## config.mk

```make
export PLATFORM = sky130hd
export DESIGN_NAME = instr_fetch_unit
export DESIGN_NICKNAME = d
export VERILOG_FILES = /design/src/rtl/ifu_pkg.sv /design/src/rtl/ifu_next_pc.sv /design/src/rtl/instr_fetch_unit.sv
export SDC_FILE = /design/constraint.sdc
export NUM_CORES = 1
export LEC_CHECK = 0
export BUFFER_PORTS_ARGS = -buffer_cell sky130_fd_sc_hd__buf_2
export CAP_MARGIN = 20
export CORE_UTILIZATION = 25
export DETAILED_ROUTE_END_ITERATION = 6
export PLACE_DENSITY = 0.51
export SETUP_SLACK_MARGIN = 0.02
export SYNTH_ARGS = -nofsm -noshare
export SYNTH_HDL_FRONTEND = slang
export SYNTH_SLANG_ARGS = --single-unit
```

## constraint.sdc

```tcl
create_clock -name clk -period 4.7 [get_ports clk]
set_clock_uncertainty 0.1 [all_clocks]
set_input_delay 0.94 -clock clk [delete_from_list [all_inputs] [get_ports clk]]
set_output_delay 0.94 -clock clk [all_outputs]
set_load 0.03 [all_outputs]
```

## src/rtl/ifu_pkg.sv

```systemverilog
// Shared types and constants for the instruction fetch unit.
// Field positions follow the MIPS-style R/I/J instruction layouts.
package ifu_pkg;

    typedef enum logic [0:0] {
        S_FETCH = 1'b0,
        S_VALID = 1'b1
    } ifu_state_e;

    localparam logic [31:0] IFU_PC_RESET = 32'h0000_3000;

    localparam int OP_HI     = 31;
    localparam int OP_LO     = 26;
    localparam int RS_HI     = 25;
    localparam int RS_LO     = 21;
    localparam int RT_HI     = 20;
    localparam int RT_LO     = 16;
    localparam int RD_HI     = 15;
    localparam int RD_LO     = 11;
    localparam int FUNC_HI   = 5;
    localparam int FUNC_LO   = 0;
    localparam int IMM_HI    = 15;
    localparam int IMM_LO    = 0;
    localparam int TARGET_HI = 25;
    localparam int TARGET_LO = 0;

    // Branch offsets are word counts; this yields the byte offset.
    function automatic logic [31:0] branch_byte_offset(input logic [15:0] imm16);
        return {{14{imm16[15]}}, imm16, 2'b00};
    endfunction

endpackage

```

## src/rtl/ifu_next_pc.sv

```systemverilog
// Next-PC selection: jump > taken branch > sequential.
// Purely combinational; all arithmetic wraps modulo 2^32.
module ifu_next_pc
    import ifu_pkg::*;
(
    input  logic [31:0] pc,
    input  logic [15:0] imm16,
    input  logic [25:0] target,
    input  logic        branch,
    input  logic        zero,
    input  logic        jump,
    output logic [31:0] next_pc
);

    logic [31:0] pc4;

    always_comb begin
        pc4 = pc + 32'd4;
        if (jump) begin
            next_pc = {pc4[31:28], target, 2'b00};
        end else if (branch && zero) begin
            next_pc = pc4 + branch_byte_offset(imm16);
        end else begin
            next_pc = pc4;
        end
    end

endmodule

```

## src/rtl/instr_fetch_unit.sv

```systemverilog
// Instruction fetch stage: PC, req/ready fetch from imem, instruction register.
// Optional performance counters are built only when IFU_PERF_CNT_EN is defined.
module instr_fetch_unit
    import ifu_pkg::*;
#(
    parameter logic [31:0] PC_RESET = IFU_PC_RESET,
    parameter int          ADDR_W   = 32
) (
    input  logic              clk,
    input  logic              reset,
    output logic              imem_req,
    output logic [ADDR_W-1:0] imem_addr,
    input  logic              imem_ready,
    input  logic [31:0]       imem_rdata,
    input  logic              stall,
    input  logic              branch,
    input  logic              jump,
    input  logic              zero,
    output logic              instr_valid,
    output logic [ADDR_W-1:0] pc,
    output logic [31:0]       ir,
    output logic [5:0]        op,
    output logic [4:0]        rs,
    output logic [4:0]        rt,
    output logic [4:0]        rd,
    output logic [5:0]        func,
    output logic [15:0]       imm16,
    output logic [25:0]       target,
    output logic [31:0]       perf_fetched,
    output logic [31:0]       perf_wait,
    output logic              state_dbg
);

    ifu_state_e  state_q, state_d;
    logic [31:0] pc_q, pc_d;
    logic [31:0] ir_q, ir_d;
    logic [31:0] next_pc;
    logic        fetch_wait;
    logic        advance;

    ifu_next_pc u_next_pc (
        .pc      (pc_q),
        .imm16   (ir_q[IMM_HI:IMM_LO]),
        .target  (ir_q[TARGET_HI:TARGET_LO]),
        .branch  (branch),
        .zero    (zero),
        .jump    (jump),
        .next_pc (next_pc)
    );

    // branch/jump/zero only matter on the advance edge, via next_pc.
    always_comb begin
        state_d    = state_q;
        pc_d       = pc_q;
        ir_d       = ir_q;
        fetch_wait = 1'b0;
        advance    = 1'b0;
        case (state_q)
            S_FETCH: begin
                if (imem_ready) begin
                    ir_d    = imem_rdata;
                    state_d = S_VALID;
                end else begin
                    fetch_wait = 1'b1;
                end
            end
            S_VALID: begin
                if (!stall) begin
                    advance = 1'b1;
                    pc_d    = next_pc;
                    state_d = S_FETCH;
                end
            end
            default: state_d = S_FETCH;
        endcase
    end

    always_ff @(posedge clk) begin
        if (reset) begin
            state_q <= S_FETCH;
            pc_q    <= PC_RESET;
            ir_q    <= 32'h0;
        end else begin
            state_q <= state_d;
            pc_q    <= pc_d;
            ir_q    <= ir_d;
        end
    end

`ifdef IFU_PERF_CNT_EN
    logic [31:0] fetched_q, fetched_d;
    logic [31:0] wait_q, wait_d;

    always_comb begin
        fetched_d = fetched_q + {31'd0, advance};
        wait_d    = wait_q + {31'd0, fetch_wait};
    end

    always_ff @(posedge clk) begin
        if (reset) begin
            fetched_q <= 32'h0;
            wait_q    <= 32'h0;
        end else begin
            fetched_q <= fetched_d;
            wait_q    <= wait_d;
        end
    end

    assign perf_fetched = fetched_q;
    assign perf_wait    = wait_q;
`else
    logic unused_perf;
    assign unused_perf  = fetch_wait ^ advance;
    assign perf_fetched = 32'h0;
    assign perf_wait    = 32'h0;
`endif

    // Outputs are forced idle while reset is asserted, even before it is sampled.
    assign imem_req    = (state_q == S_FETCH) && !reset;
    assign instr_valid = (state_q == S_VALID) && !reset;
    assign imem_addr   = pc_q;
    assign pc          = pc_q;
    assign ir          = ir_q;
    assign state_dbg   = state_q;

    assign op     = ir_q[OP_HI:OP_LO];
    assign rs     = ir_q[RS_HI:RS_LO];
    assign rt     = ir_q[RT_HI:RT_LO];
    assign rd     = ir_q[RD_HI:RD_LO];
    assign func   = ir_q[FUNC_HI:FUNC_LO];
    assign imm16  = ir_q[IMM_HI:IMM_LO];
    assign target = ir_q[TARGET_HI:TARGET_LO];

endmodule
```

==> results.py, run 1 <==
metrics = {
    "status": {
        "status": "finished clean",
    },
    "cells_and_area": {
        "area.growth.synth_to_final_pct": 10.6,
        "fill_cells": 2748,
        "final_util_pct": 28.5,
        "register_area_um2": 1260,
        "multi_input_area_um2": 3840,
        "drive_above_1_share_pct": 26.2,
        "layout.nets": 1031,
        "n_antenna_cell": 0,
    },
    "clocking": {
        "h-tree-depth": 3,
        "cts-root-buf": "clkbuf_16",
        "cts_hold_buf": 0,
        "clock_latency_ns": 0.35,
        "cts_setup_buffers": 0,
        "cts_resized": 0,
        "cts_buffer_depth": 2,
        "clkSinkCount": 63,
        "tritoncts": "built",
        "clk_pin_slew_worst_paths_ns": 0.06,
        "cts_buffers": 9,
    },
    "logic_synthesis": {
        "yosysTopAreaCell": "dfxtp_1",
        "synth_ff_type": "dfxtp_1",
        "ys_types": 72,
        "yosysWarnings": 0,
        "synth_common_cells": "buf_4 (167), nand2_1 (132), a21oi_1 (82)",
        "syn_area_um2": 6320,
        "synthMostInstantiatedCell": "buf_4",
        "synth.avg_cell_area_um2": 7.38,
        "synthTopCellsByArea": "dfxtp_1 (20%), buf_4 (20%), nand2_1 (7.8%)",
        "ys_seq_elements": 63,
        "synth-seq-area-share_pct": 20.0,
        "async_reset_ff_share_pct": 0,
        "synth_top_area_share_pct": 20.0,
        "synth_edf_count": 0,
        "synth_cells": 856,
    },
    "critical_path": {
        "path_buf_inv": 1,
        "cpMaxStageDelayCell": "dfxtp_1",
        "path_delay_family": "simple AND/OR/NAND/NOR gates",
        "r2r_slack_ns": 0.54,
        "crit_path_start": "imem_addr[5]$_SDFFE_PP0P_",
        "worstPathRequired_ns": 4.85,
        "crit_type": "register to register",
        "r2r-start": "imem_addr[5]$_SDFFE_PP0P_",
        "cp.arrival_ns": 4.31,
        "end_kind": "register",
        "path_cells": "nand4_1 -> nor4_2 -> buf_4 -> nor2b_1 -> and4_1 -> xor2_1 -> ha_1 -> a21oi_1 -> o21ai_0 -> nor4_2 -> nor4b_1 -> or3_1 -> a31o_2",
        "r2r_cells": 13,
        "crit_path_max_incr_delay_ns": 0.49,
        "cpMostUsedCell": "nor4_2",
        "crit_fanout": 8,
        "critPathLaunchType": "register",
        "path_depth": 13,
    },
    "hold_path": {
        "hold_path.startpoint": "ir[31]$_SDFFE_PP0P_",
        "hold_path_depth": 2,
        "hold_class": "register to register",
    },
    "route": {
        "viasPerCell": 4.80,
        "vias": 6159,
        "routed_wl_um": 21700,
        "detail_route.iter0.violations": 397,
        "dr.pass1.iters": 5,
        "ant_nets": 0,
        "drc": 0,
        "wl_per_cell_um": 16.9,
    },
    "pwr": {
        "power_density_nw_per_um2": 270,
        "p_sw_w": 0.000722,
        "pwr-share-seq_pct": 32.3,
        "totalPowerFinal_w": 0.00189,
        "comb_power_share_pct": 29.1,
        "clkPwrFrac_pct": 38.6,
        "power.leakage_nw": 3.44,
        "power.internal_w": 0.00117,
        "ir_worst_vdd_v": 0.000152,
        "swShare_pct": 38.2,
    },
    "sta": {
        "max_clock_freq_mhz": 240,
        "setup_violations": 0,
        "period_share_pct": 88.5,
        "finalHoldViolations": 0,
        "tightest_slew_ns": 0.800,
        "slew_violations": 0,
        "maxSlewHeadroom_pct": 46.6,
        "layout_min_cycle_time_ns": 4.16,
        "fin_tns_setup_ns": 0,
        "rsz0062_at_grt": "no",
    },
    "placement": {
        "gp_routability_congestion": 0.936,
        "portBuffers": 202,
        "dp_hpwl_um": 16700,
    },
    "die": {
        "num_rows": 57,
        "fp.dieW_um": 161,
        "pin_count": 271,
        "die-area_um2": 25900,
        "core_area_um2": 24500,
        "start_util_pct": 25.8,
        "fp.dieH_um": 161,
    },
    "global_routing": {
        "grt_use_total_pct": 16.3,
        "grt_max_degree": 33,
        "grt_pass1_vias": 5381,
        "grt_overflow": 0,
        "grt_pass1_wl_um": 32500,
        "antenna_found_initial": 0,
    },
    "job": {
        "timing.max_cap.violations": 0,
    },
}
[metal layers]
metal	track usage, %	wire length (µm)
met5	0	0
met4	4.12	338
met3	2.75	1260
met2	26.7	10200
met1	22.0	9870
[per-stage QoR]
| stage | setup WS, ns | hold WS (ns) | cells | instance area, µm² |
|---|---|---|---|---|
| 6_report | 0.542 | 0.369 | 1283 | 6990 |
| 3_3_place_gp | 0.656 | 0.357 | 1267 | 6690 |
| 4_1_cts | 0.567 | 0.373 | 1283 | 6990 |
| 3_5_place_dp | 0.567 | 0.363 | 1267 | 6690 |
| 2_1_floorplan | 0.819 | 0.495 | 923 | 6570 |
| 5_1_grt | 0.207 | 0.387 | 1283 | 6990 |
[kinds of logic after synthesis]
family	Yosys count	share of synthesized area, %
XOR/XNOR	47	6.51
adder cells (fa/ha/maj)	38	7.64
multiplexers	4	0.653
buffers and inverters	212	23.4
other	1	0.0593
flip-flops	63	20.0
AND/OR/NAND/NOR	283	20.9
AO/OA/AOI/OAI	208	20.9
[worst paths after layout]
check | endpoint
max | imem_addr[30]$_SDFFE_PP0P_
min | ir[31]$_SDFFE_PP0P_
max reg2reg | imem_addr[30]$_SDFFE_PP0P_
min reg2reg | ir[31]$_SDFFE_PP0P_
[worst register-to-register path, delay by kind of cell, from the launching register on]
kind | cells | cell delay [ns]
AO/OA/AOI/OAI | 3 | 0.70
XOR/XNOR | 1 | 0.24
adder cells (fa/ha/maj) | 1 | 0.31
buffers and inverters | 1 | 0.16
flip-flops | 1 | 0.49
AND/OR/NAND/NOR | 7 | 2.05
[sequential cells by signal (all words and copies together), names as in the netlist]
signal     count
state_dbg      1
imem_addr     30
ir            32
[layout by cell type, fill, tap and decap left out, types with 3 or more instances in the layout]
cell       synthesis  routed
o21ai_0           34      34
clkbuf_16          0       9
and4_1             3       3
buf_2              0     202
a211o_1            3       3
a311oi_1           5       5
nand4_1           15      15
a21o_2             3       3
xnor2_1           23      23
o21a_1             6       6
ha_1              37      37
conb_1             1      68
o22ai_1            5       5
nor4_1             5       5
mux2i_1            3       3
nand2b_1           5       5
nand3_1           16      16
dfxtp_1           63      63
buf_4            167      16
a21oi_1           82      82
clkbuf_1          26       3
and2_1             3       3
nor3_1            18      18
o211ai_1          10      10
xor2_1            24      24
nand2_1          132     132
and3_1             7       7
or3_1             13      13
a22o_1             3       3
inv_1             14      14
a211oi_1          10      10
nor2_1            49      49
a31oi_1           10      10
nor2b_1            5       4
a21o_1             5       5
[layout make-up]
class,instances,area share [%]
Sequential cell,63,18.0
Inverter,14,0.751
Clock inverter,4,1.00
Timing Repair Buffer,218,16.2
Tap cell,324,5.80
Clock buffer,12,3.38
Multi-Input combinational cell,648,54.9
[power groups by stage]
stage / clock network (W) / registers [W] / logic, W
after floorplan: 0 / 0.000659 / 0.000458
after global routing: 0.000769 / 0.000617 / 0.000590
after detailed placement: 0 / 0.000623 / 0.000548
after global placement: 0 / 0.000621 / 0.000549
final: 0.000729 / 0.000610 / 0.000550
after CTS: 0.000748 / 0.000611 / 0.000550
Note: power is estimated with default switching activity, not from simulation.
==> run 2: changes to the inputs <==
--- a/config.mk
+++ b/config.mk
@@ -7,10 +7,12 @@
 export LEC_CHECK = 0
 export BUFFER_PORTS_ARGS = -buffer_cell sky130_fd_sc_hd__buf_2
 export CAP_MARGIN = 20
+export CELL_PAD_IN_SITES_DETAIL_PLACEMENT = 1
+export CELL_PAD_IN_SITES_GLOBAL_PLACEMENT = 1
 export CORE_UTILIZATION = 25
 export DETAILED_ROUTE_END_ITERATION = 6
-export PLACE_DENSITY = 0.51
-export SETUP_SLACK_MARGIN = 0.02
+export PLACE_DENSITY = 0.67
+export SETUP_SLACK_MARGIN = 0.15
 export SYNTH_ARGS = -nofsm -noshare
 export SYNTH_HDL_FRONTEND = slang
 export SYNTH_SLANG_ARGS = --single-unit
==> results.py, run 2 (synthesis results as in run 1) <==
metrics = {
    "cells_and_area": {
        "final_util_pct": 28.4,
        "area.growth.synth_to_final_pct": 10.3,
        "drive_above_1_share_pct": 26.4,
        "layout.nets": 1030,
        "largest_reg_flops": 32,
        "mostFrequentLayoutCells": "buf_2 (202), nand2_1 (132), a21oi_1 (82), conb_1 (68), dfxtp_1 (63)",
        "n_antenna_cell": 0,
        "fill_cells": 3179,
        "final_common_cell": "buf_2",
    },
    "route": {
        "vias": 6310,
        "routed_wl_um": 23100,
        "wl_per_cell_um": 18.0,
        "dr.pass1.iters": 4,
        "viasPerCell": 4.92,
        "drc": 0,
        "ant_nets": 0,
        "detail_route.iter0.violations": 283,
    },
    "clocking": {
        "clk_pin_slew_worst_paths_ns": 0.06,
        "clock_latency_ns": 0.35,
        "cts_buffer_depth": 2,
        "tritoncts": "built",
        "cts-root-buf": "clkbuf_16",
        "clkSinkCount": 63,
        "h-tree-depth": 3,
        "cts_hold_buf": 0,
        "cts_buffers": 9,
    },
    "die": {
        "fp.dieH_um": 161,
        "die-area_um2": 25900,
        "start_util_pct": 25.8,
        "core_area_um2": 24500,
        "pin_count": 271,
        "fp.dieW_um": 161,
        "num_rows": 57,
    },
    "critical_path": {
        "crit_path_start": "imem_addr[4]$_SDFFE_PP0P_",
        "cp.arrival_ns": 4.32,
        "end_kind": "register",
        "r2r_cells": 14,
        "worstPathRequired_ns": 4.83,
        "crit_fanout": 9,
        "crit_type": "register to register",
        "r2r-start": "imem_addr[4]$_SDFFE_PP0P_",
        "critPathLaunchType": "register",
        "r2r_slack_ns": 0.51,
        "cp-endpoint": "imem_addr[31]$_SDFFE_PP0P_",
        "r2r-end": "imem_addr[31]$_SDFFE_PP0P_",
    },
    "global_routing": {
        "antenna_found_initial": 0,
        "grt_overflow": 0,
        "grt_max_degree": 51,
        "grt_use_total_pct": 17.4,
        "grt_pass1_vias": 6063,
        "grt_pass1_wl_um": 34800,
    },
    "placement": {
        "portBuffers": 202,
        "dp_hpwl_um": 17700,
        "pre_cts_ws_ns": 0.472,
        "gp_routability_congestion": 0.917,
    },
    "sta": {
        "layout_min_cycle_time_ns": 4.19,
        "fin_ws_ns": 0.514,
        "hold_ws_ns": 0.371,
        "fin_tns_setup_ns": 0,
        "slew_violations": 0,
        "setup_violations": 0,
        "rsz0062_at_grt": "no",
        "maxSlewHeadroom_pct": 39.6,
        "max_clock_freq_mhz": 239,
        "tightest_slew_ns": 0.904,
        "finalHoldViolations": 0,
        "period_share_pct": 89.1,
    },
    "hold_path": {
        "hold_path.startpoint": "ir[26]$_SDFFE_PP0P_",
        "hold_class": "register to register",
    },
    "status": {
        "status": "finished clean",
    },
    "pwr": {
        "power_density_nw_per_um2": 265,
        "ir_worst_vdd_v": 0.000121,
        "totalPowerFinal_w": 0.00185,
        "power.leakage_nw": 3.42,
    },
    "job": {
        "timing.max_cap.violations": 0,
    },
}
## run 2: critical path, cell delays in order, from the launching register on
cell	delay, ns
dfxtp_1	0.49
nand4_1	0.19
nor4_2	0.41
nor2b_2	0.41
nor3b_1	0.30
xor2_1	0.16
ha_1	0.39
nand4_1	0.21
nor3_1	0.40
or3_1	0.17
a311oi_1	0.04
a311o_2	0.36
a41oi_1	0.22
a211o_1	0.16
o21ai_1	0.05
## run 2: how the worst min path moves through the flow
stage,endpoint,slack (ns),cells after the start
floorplan,ir[26]$_SDFFE_PP0P_,0.49,2
global placement,ir[27]$_SDFFE_PP0P_,0.36,2
detailed placement,ir[26]$_SDFFE_PP0P_,0.36,2
CTS,ir[26]$_SDFFE_PP0P_,0.37,2
global route,ir[27]$_SDFFE_PP0P_,0.41,2
finish,ir[26]$_SDFFE_PP0P_,0.37,2
## run 2: what timing repair did
action,in CTS,in global routing
endpoints found under the setup margin,0,1
gates resized for setup,0,1
buffers inserted,0,0
## run 2: routing by layer
metal,wire length (µm),vias to the layer above,GRT usage [%]
li1,-,2972,-
met1,9960,3048,21.3
met2,11000,254,29.4
met3,1500,36,3.90
met4,638,0,6.90
met5,0,-,0
## run 2: power by group
part	switching, W	internal (W)	total (W)
Combinational	0.000410	0.000144	0.000554
Clock	0.000274	0.000409	0.000682
Sequential	0.0000501	0.000561	0.000611
## run 2: metrics by stage
| step | area, µm² | std cells |
|---|---|---|
| floorplan | 6570 | 923 |
| global placement | 6680 | 1266 |
| detailed placement | 6680 | 1266 |
| CTS | 6970 | 1282 |
| global route | 6970 | 1282 |
| finish | 6970 | 1282 |
## run 2: cell type report
class,count,area [µm²],area share (%)
Inverter,14,52.6,0.754
Multi-Input combinational cell,648,3840,55.1
Sequential cell,63,1260,18.1
Tap cell,324,405,5.81
Clock buffer,10,229,3.28
Clock inverter,6,61.3,0.879
Timing Repair Buffer,217,1120,16.1
